==> config.mk <==
export PLATFORM = sky130hd
export DESIGN_NAME = sync_mul_unit_29_flat
export DESIGN_NICKNAME = d
export VERILOG_FILES = /design/src/rtl/sync_mul_unit_29_if.sv /design/src/rtl/sync_mul_unit_29.sv /design/src/flat_wrapper.sv
export SDC_FILE = /design/constraint.sdc
export NUM_CORES = 1
export LEC_CHECK = 0
export ABC_AREA = 0
export BUFFER_PORTS_ARGS = -buffer_cell sky130_fd_sc_hd__buf_2
export CAP_MARGIN = 20
export CORE_AREA = 10 10 196 235
export DETAILED_ROUTE_END_ITERATION = 10
export DIE_AREA = 0 0 206 245
export PLACE_DENSITY_LB_ADDON = 0.2
export SKIP_CTS_REPAIR_TIMING = 1
export SLEW_MARGIN = 20
export SYNTH_ARGS = -nofsm -noshare
export SYNTH_HDL_FRONTEND = slang
export SYNTH_SLANG_ARGS = --single-unit
==> constraint.sdc <==
create_clock -name clk -period 5.9 [get_ports clk]
set_input_delay 1.18 -clock clk [delete_from_list [all_inputs] [get_ports clk]]
set_output_delay 1.18 -clock clk [all_outputs]
set_load 0.005 [all_outputs]
==> src/rtl/sync_mul_unit_29_if.sv <==
// rtl/sync_mul_unit_29_if.sv - operand/result bundle for sync_mul_unit_29
//
// Purpose: groups the start/operand request and the result/status response
// of the sequential multiplier so the sequencer and the unit share one port.
//   iarg_A   M  multiplicand, two's complement
//   iarg_B   M  multiplier, two's complement
//   i_start  1  start request, sampled on the rising clock edge
//   o_busy   1  operation in progress
//   o_valid  1  one-cycle pulse when o_result/o_status update
//   o_result M  product (U2, or sign-magnitude with SYNC_MUL_29_ZM_OUT_EN)
//   o_status 4  {COL, N, Z, OV}
// master drives the request side, slave is the multiplier.
interface sync_mul_unit_29_if #(
  parameter int M = 32
);
  logic [M-1:0] iarg_A;
  logic [M-1:0] iarg_B;
  logic         i_start;
  logic         o_busy;
  logic         o_valid;
  logic [M-1:0] o_result;
  logic [3:0]   o_status;

  modport master (
    output iarg_A, iarg_B, i_start,
    input  o_busy, o_valid, o_result, o_status
  );

  modport slave (
    input  iarg_A, iarg_B, i_start,
    output o_busy, o_valid, o_result, o_status
  );
endinterface

==> src/rtl/sync_mul_unit_29.sv <==
// rtl/sync_mul_unit_29.sv - sequential signed shift-add multiplier, one partial product per clock
//
// Purpose: multiplies two M-bit two's-complement operands in M clocks using
// unsigned magnitudes and a 2M-bit accumulator, then applies the sign and
// reports overflow/zero/negative/collision status with a one-cycle valid pulse.
// Ports:
//   clk      in   system clock, rising edge
//   i_reset  in   asynchronous active-low reset
//   bus      slave side of sync_mul_unit_29_if (operands, start, busy,
//                 valid, result, status)
// Configuration macro: SYNC_MUL_29_ZM_OUT_EN
//   defined   : o_result is sign-magnitude, OV when |P| > 2^(M-1)-1
//   undefined : o_result is two's complement, wraps on overflow
module sync_mul_unit_29 #(
  parameter int M = 32
) (
  input  logic              clk,
  input  logic              i_reset,
  sync_mul_unit_29_if.slave bus
);
  localparam int CW = $clog2(M + 1);
  localparam int W2 = 2 * M;
  // Largest magnitude representable as a positive M-bit result.
  localparam logic [W2-1:0] LIM_POS = (W2'(1) << (M - 1)) - W2'(1);
`ifndef SYNC_MUL_29_ZM_OUT_EN
  // Largest magnitude representable as a negative M-bit U2 result.
  localparam logic [W2-1:0] LIM_NEG = W2'(1) << (M - 1);
`endif

  typedef enum logic {S_IDLE, S_RUN} state_t;

  state_t          r_state;
  logic [W2-1:0]   r_acc;
  logic [W2-1:0]   r_mcand;   // |A| shifted to the current bit position
  logic [M-1:0]    r_mplier;  // |B|, consumed LSB first
  logic [CW-1:0]   r_cnt;
  logic            r_sign;
  logic            r_col;
  logic            r_busy;
  logic            r_valid;
  logic [M-1:0]    r_result;
  logic [3:0]      r_status;

  logic [M-1:0]    w_abs_a;
  logic [M-1:0]    w_abs_b;
  logic [W2-1:0]   w_acc_next;
  logic            w_neg;
  logic            w_ov;
  logic [M-1:0]    w_res;
  logic [3:0]      w_stat;

  // Magnitudes are M-bit unsigned, so -2^(M-1) maps cleanly to 2^(M-1).
  assign w_abs_a = bus.iarg_A[M-1] ? ((~bus.iarg_A) + M'(1)) : bus.iarg_A;
  assign w_abs_b = bus.iarg_B[M-1] ? ((~bus.iarg_B) + M'(1)) : bus.iarg_B;

  assign w_acc_next = r_acc + (r_mplier[0] ? r_mcand : '0);

  // A zero product is always reported positive.
  assign w_neg = r_sign & (|w_acc_next);

`ifdef SYNC_MUL_29_ZM_OUT_EN
  assign w_ov  = (w_acc_next > LIM_POS);
  assign w_res = {w_neg, w_acc_next[M-2:0]};
`else
  assign w_ov  = w_neg ? (w_acc_next > LIM_NEG) : (w_acc_next > LIM_POS);
  // Low M bits of the negated product equal the negation of its low M bits,
  // which gives the wrapped result on overflow for free.
  assign w_res = w_neg ? ((~w_acc_next[M-1:0]) + M'(1)) : w_acc_next[M-1:0];
`endif

  // A start on the final RUN edge is still a collision for this operation.
  assign w_stat = {r_col | bus.i_start, w_res[M-1], ~(|w_res), w_ov};

  always_ff @(posedge clk or negedge i_reset) begin
    if (!i_reset) begin
      r_state  <= S_IDLE;
      r_acc    <= '0;
      r_mcand  <= '0;
      r_mplier <= '0;
      r_cnt    <= '0;
      r_sign   <= 1'b0;
      r_col    <= 1'b0;
      r_busy   <= 1'b0;
      r_valid  <= 1'b0;
      r_result <= '0;
      r_status <= '0;
    end else begin
      r_valid <= 1'b0;
      case (r_state)
        S_IDLE: begin
          if (bus.i_start) begin
            r_sign   <= bus.iarg_A[M-1] ^ bus.iarg_B[M-1];
            r_mcand  <= {{M{1'b0}}, w_abs_a};
            r_mplier <= w_abs_b;
            r_acc    <= '0;
            r_cnt    <= CW'(M);
            r_col    <= 1'b0;
            r_busy   <= 1'b1;
            r_state  <= S_RUN;
          end
        end
        S_RUN: begin
          r_acc    <= w_acc_next;
          r_mcand  <= r_mcand << 1;
          r_mplier <= r_mplier >> 1;
          r_cnt    <= r_cnt - CW'(1);
          if (bus.i_start) begin
            r_col <= 1'b1;
          end
          if (r_cnt == CW'(1)) begin
            r_result <= w_res;
            r_status <= w_stat;
            r_valid  <= 1'b1;
            r_busy   <= 1'b0;
            r_state  <= S_IDLE;
          end
        end
        default: r_state <= S_IDLE;
      endcase
    end
  end

  assign bus.o_busy   = r_busy;
  assign bus.o_valid  = r_valid;
  assign bus.o_result = r_result;
  assign bus.o_status = r_status;
endmodule

==> src/flat_wrapper.sv <==
// flat-port wrapper written by rule: the top's interface ports become plain ports
module sync_mul_unit_29_flat 
#(
  parameter int M = 32
)
  (clk, i_reset, bus_iarg_A, bus_iarg_B, bus_i_start, bus_o_busy, bus_o_valid, bus_o_result, bus_o_status);
  sync_mul_unit_29_if #(.M(M)) bus_i ();
  input  logic clk;
  input  logic i_reset;
  input wire logic [$bits(bus_i.iarg_A)-1:0] bus_iarg_A;
  input wire logic [$bits(bus_i.iarg_B)-1:0] bus_iarg_B;
  input wire logic [$bits(bus_i.i_start)-1:0] bus_i_start;
  output wire logic [$bits(bus_i.o_busy)-1:0] bus_o_busy;
  output wire logic [$bits(bus_i.o_valid)-1:0] bus_o_valid;
  output wire logic [$bits(bus_i.o_result)-1:0] bus_o_result;
  output wire logic [$bits(bus_i.o_status)-1:0] bus_o_status;
  assign bus_i.iarg_A = bus_iarg_A;
  assign bus_i.iarg_B = bus_iarg_B;
  assign bus_i.i_start = bus_i_start;
  assign bus_o_busy = bus_i.o_busy;
  assign bus_o_valid = bus_i.o_valid;
  assign bus_o_result = bus_i.o_result;
  assign bus_o_status = bus_i.o_status;
  sync_mul_unit_29 #(.M(M)) u_core (.clk(clk), .i_reset(i_reset), .bus(bus_i));
endmodule
* Yosys cells after proc, flatten, opt, wreduce, memory -nomap -nowiden *
Cells that the tools add are included.

word-level totals
  bits in registers = 207
  output and inout bits = 38

operators by class
  add/sub/neg operators = 5
  $lt $le $gt $ge = 2
  eq/ne operators = 4
  mux-type cells = 23
  bitwise gates (word level) = 8
  reduce and logical (&&, ||, !) cells = 6

operators by type and width
  kind                     count
  $pmux W64 S2             2
  $mux W64                 3
  $mux W32                 4
  $add A32 B1 Y32 const B  3
  $not A32 Y32             3
  $add A64 B64 Y64         1
  $gt A64 B31 Y1 const B   1
  $gt A64 B32 Y1 const B   1
  $pmux W32 S2             1
  $reduce_or A64 Y1        1
  $reduce_or A32 Y1        1
  $pmux W6 S2              1
  $mux W1                  8
  $reduce_and A2 Y1        4
  $eq A6 B1 Y1 const B     1
  $mux W6                  1
  $ne A2 B2 Y1 const B     3
  $pmux W1 S2              3
  $sub A6 B1 Y6 const B    1
  $not A1 Y1               2
  $and A1 B1 Y1            1
  $or A1 B1 Y1             1
  $xor A1 B1 Y1            1

* Longest topological paths before layout *
  depth after elaboration = 7
  mapped depth = 21

* Least setup slack after synthesis *
OpenSTA, ideal clock, no wires.

  path kind = register to register
  start = reg u_core.r_mplier[0]
  end = reg u_core.r_status[1] (netlist: u_core.bus.o_status[1])
  setup time = 0.067 ns
  arrival time = 4.957 ns
  required time = 5.833 ns
  slack = 0.876 ns
  cell stages (with the launch flop) = 21
  path through = dfrtp_1 clkbuf_1 clkbuf_1 and2_1 ha_1 inv_1 fa_1 nand2b_1 a21bo_4 a2111o_1 a31oi_1 o31ai_1 and2_4 a311o_1 or4_4 nor4_4 and4_2 buf_6 o211ai_4 a2111oi_2 a32o_1

on the way
  longest elaborated chain between the ends = 7
  elaborated cells between the ends (all ways) = 9
  classes of those cells = add/sub: 2; mux: 2; bitwise: 3; reduce/logical: 2

RTL lines
  element                                            RTL line                                        text
  from (decl)                                        sync_mul_unit_29.sv:35                          logic [M-1:0] r_mplier;
  from (signal assigned)                             sync_mul_unit_29.sv:94                          r_mplier <= w_abs_b;
  from (signal assigned)                             sync_mul_unit_29.sv:105                         r_mplier <= r_mplier >> 1;
  $mux W64 *                                         sync_mul_unit_29.sv:56                          assign w_acc_next = r_acc + (r_mplier[0] ? r_mcand : '0);
  $add A64 B64 Y64 *                                 sync_mul_unit_29.sv:56
  $not A32 Y32 or $reduce_or A64 Y1 (tied branches)  sync_mul_unit_29.sv:68, sync_mul_unit_29.sv:59
  $add A32 B1 Y32 or $and A1 B1 Y1 (tied branches)   sync_mul_unit_29.sv:68, sync_mul_unit_29.sv:59
  $mux W32 *                                         sync_mul_unit_29.sv:68                          assign w_res = w_neg ? ((~w_acc_next[M-1:0]) + M'(1)) : w_acc_next[M-1:0];
  $reduce_or A32 Y1 *                                sync_mul_unit_29.sv:72                          assign w_stat = {r_col | bus.i_start, w_res[M-1], ~(|w_res), w_ov};
  $not A1 Y1 *                                       sync_mul_unit_29.sv:72
  to (signal assigned)                               sync_mul_unit_29.sv:112                         r_status <= w_stat;
  to (decl)                                          sync_mul_unit_29.sv:42                          logic [3:0] r_status;

Every way passes the cells marked *; elsewhere a longest branch is shown, timed or not.
A chain may end at the register's enable or synchronous reset.

* Worst setup path after layout *
Same ends and word-level chain as after synthesis.

==> impl_results.md <==
* Number of standard cells after synthesis at 2,034
* Net total in the final layout at 2,213
* Peak supply drop at 0.238 mV
* Clock period minus final worst setup slack at 5.55 ns
* Lkg Pwr at 0.00778 µW
* Die Area at 0.0505 mm²
* Worst EP arrival at 6.02 ns
* Startpoint type of the worst setup path: flop
* Simple-gate share of the synthesized area at 0.245
* Total placed instance area at 0.0170 mm²
* Biggest area contributors in the synthesized netlist: dfrtp_1 32%, nand2_1 9.0%, o21ai_0 9.0%, ha_1 5.4%, xor2_1 5.3%
* Hold Violations, Final at 0
* Maximum number of pins on one net before global-route repair at 128
* Fraction of the mapped netlist area in adder cells at 0.0555
* Vert. Die Dim at 245 µm
* Synthesis warning total at 0
* CP Max Fanout at 19
* Dpl hpwl at 40,600 µm
* Critical Path End Type: flop
* Total core area at 0.0414 mm²
* Overflow left after global routing at 0
* Antenna Violating Nets Remaining at 0
* Wire length of the first global-routing pass at 84,500 µm
* Number of setup violations in the final report at 0
* Number of enable flip-flop cells after synthesis at 0
* RSZ-0062 raised after global routing: no
* Commonest non-fill, non-tap cell in the layout: nand2_1
* Final cycle utilization of the critical path at 0.940
* Total power per unit cell area at 452 mW/mm²
* Routed wire length at 52,800 µm
* Startpoint of the lowest-slack hold path: u_core.bus.o_result[24]
* Share of the yosys chip area belonging to registers at 0.324
* Via count of the first global-routing pass at 14,900
* Class of the most critical setup path: reg2reg
* Worst max-slew margin expressed relative to the limit at 0.292
* Clock-pin slew of the registers on the worst-case setup and hold paths at 0.06 ns
* Cell taking the most area after synthesis: dfrtp_1
* Area added between synthesis and finish at 11.8%
* Inserted Diodes at 0
* Clock Latency Late Sink at 0.54 ns
* Flip-flop and latch count after synthesis at 206
* Synthesized area at 0.0159 mm²
* Port buffer count at 104
* Slew at the pin closest to its max-slew limit at 1.06 ns
* Starting density of the core at 0.384
* Worst Slack Setup Final at 0.354 ns
* H-tree levels at 1
* Top-level I/O count at 105
* Post-synthesis async set-or-reset flop share at 1.00
* Proportion of synthesized area in mux cells at 0.00778
* Drt initial violations at 1,093
* Yosys cell types at 83
* Post-detailed-route via-to-cell ratio at 5.77
* Setup Slack @ Placement at -0.0608 ns
* TritonCTS clock tree: built
* Count of vias placed by the detailed router at 15,200
* Fraction of final layout cells with drive strength greater than 1 at 0.107
* Worst setup skew after layout at 0.00883 ns
* Buffer levels on the longest clock path at 3
* XOR/XNOR share of the synthesized area at 0.0720
* Worst reg2reg startpoint: u_core.r_mplier[0]
* Total GRT Usage at 0.206
* 1st-pass router iterations at 5
* End-of-flow core utilization at 0.429
* Yosys top cell area share at 0.324
* Mean cell area of the mapped netlist at 7.83 µm²
* Worst reg2reg setup slack at 0.35 ns
* Worst setup path startpoint: u_core.r_mplier[0]
* Result of the run: finished clean
* Row cnt at 82
* CTS sink count at 206
* Commonest non-fill, non-tap cells in the layout: 384 x nand2_1, 287 x o21ai_0, 204 x dfrtp_1, 103 x nor2_1, 102 x buf_2
* Most used flip-flop cell after synthesis: dfrtp_1
* Num CTS Buffers at 25
* Filler Cell Count at 4,363
* Data required time at the worst endpoint at 6.38 ns
* Hold Crit Class: reg2reg
* Maximum achievable frequency at 180 MHz
* Antenna violations before repair at 1
* Combinational family with the most area after synthesis: compound AO/OA/AOI/OAI gates
* Hold WS at 0.472 ns
* Last weighted congestion value of the routability-driven placer at 1.00
* Max capacitance violation total at 0
* Cell at the root of the clock tree: clkbuf_16
* Max-slew violation count at 0
* Average wire per cell in the routed design at 20.0 µm
* Area of all placed cells without fillers at 0.0178 mm²
* Synthesized netlist net count at 2,171
* Compound-Gate Fraction of Synth Area at 0.257
* Final routed DRC violation total at 0
* Floorplan die width at 206 µm
-- per-stage QoR --
step / cells / TNS (ns) / power, µW
floorplan: 2034 / 0 / 5030
global placement: 2595 / -0.0705 / 6430
detailed placement: 2595 / -0.0608 / 6470
CTS: 2637 / -0.119 / 8070
global route: 2637 / 0 / 8690
finish: 2637 / 0 / 8050
-- kinds of logic (layout without fill, tap and decap cells) --
family / count (synthesis) / in the layout
simple gates: 804 / 804
fa+ha+maj: 70 / 70
mux: 12 / 12
buf+inv: 160 / 217
flops: 206 / 206
compound gates: 651 / 651
xor+xnor: 131 / 131
-- state kept, by name, summed over array words and instances (netlist names), 4 cells and up --
| register | count |
|---|---|
| u_core.r_acc | 64 |
| u_core.bus.o_result | 31 |
| u_core.r_mcand | 64 |
| u_core.r_cnt | 6 |
| u_core.r_mplier | 32 |
| u_core.bus.o_status | 4 |
-- critical path, cell delays in order, from the launching register on --
cell      delay [ns]
dfrtp_2         0.50
and2_1          0.19
ha_1            0.40
a21oi_1         0.39
o21ai_0         0.29
a32oi_1         0.56
a311oi_1        0.31
buf_4           0.22
nor4_1          0.32
a311oi_1        0.15
a21oi_1         0.25
nand4b_1        0.24
nor4_4          0.42
and4_2          0.42
o21ai_0         0.12
a222oi_1        0.44
a32o_1          0.23
-- synthesized netlist by cell type (6+ instances only) --
cell and n:
mux2i_1 9, nand3_1 34, and2_1 70, o211ai_1 10, nor3_1 32, o21ai_1 6
nor4_1 17, nand4_1 39, nand3b_1 7, o2111ai_1 7, a31oi_1 19, dfrtp_1 206
or2_2 11, o22ai_1 6, xor2_1 96, buf_1 8, inv_1 26, o31ai_1 30
or4_1 16, a211oi_1 12, nor2b_1 7, xnor2_1 35, a311oi_1 8, o21a_1 21
o41ai_1 12, a21oi_1 99, a21boi_0 7, or3_1 29, clkbuf_1 112, nor2_1 104
and4_1 17, ha_1 69, and3_1 8, a22o_1 47, o21ai_0 287, a21o_1 21
buf_2 8, nand2_1 384
-- power by group --
part / internal, µW / switching, µW / total [µW]
registers: 1990 / 437 / 2430
logic: 1500 / 2560 / 4060
clock network: 931 / 629 / 1560
-- cell type report --
cell class                      count  area, µm²  share of cell area
Inverter                           27        101             0.00569
Tap cell                          546        683              0.0384
Clock inverter                      9        129             0.00724
Timing Repair Buffer              148        880              0.0494
Multi-Input combinational cell   1668      10200               0.571
Clock buffer                       33        676              0.0380
Sequential cell                   206       5160               0.290
-- metal layers --
| layer | global-route usage | vias up | part of all wire | wire length (µm) |
|---|---|---|---|---|
| met1 | 0.288 | 7279 | 0.47 | 24700 |
| met5 | 0 | - | 0.00013 | 7 |
| met3 | 0.0265 | 73 | 0.057 | 3000 |
| met4 | 0.0505 | 2 | 0.020 | 1060 |
| met2 | 0.329 | 440 | 0.46 | 24100 |
| li1 | - | 7431 | - | - |
-- worst paths after layout --
path                                           endpoint  cells after the start
worst max-delay path             u_core.bus.o_status[1]                     16
worst min-delay path            u_core.bus.o_result[24]                      2
worst max register to register   u_core.bus.o_status[1]                     16
worst min register to register  u_core.bus.o_result[24]                      2
max in group asynchronous        u_core.bus.o_result[0]                      2
min in group asynchronous             u_core.r_mcand[8]                      1
(Power assumes the default switching activity.)
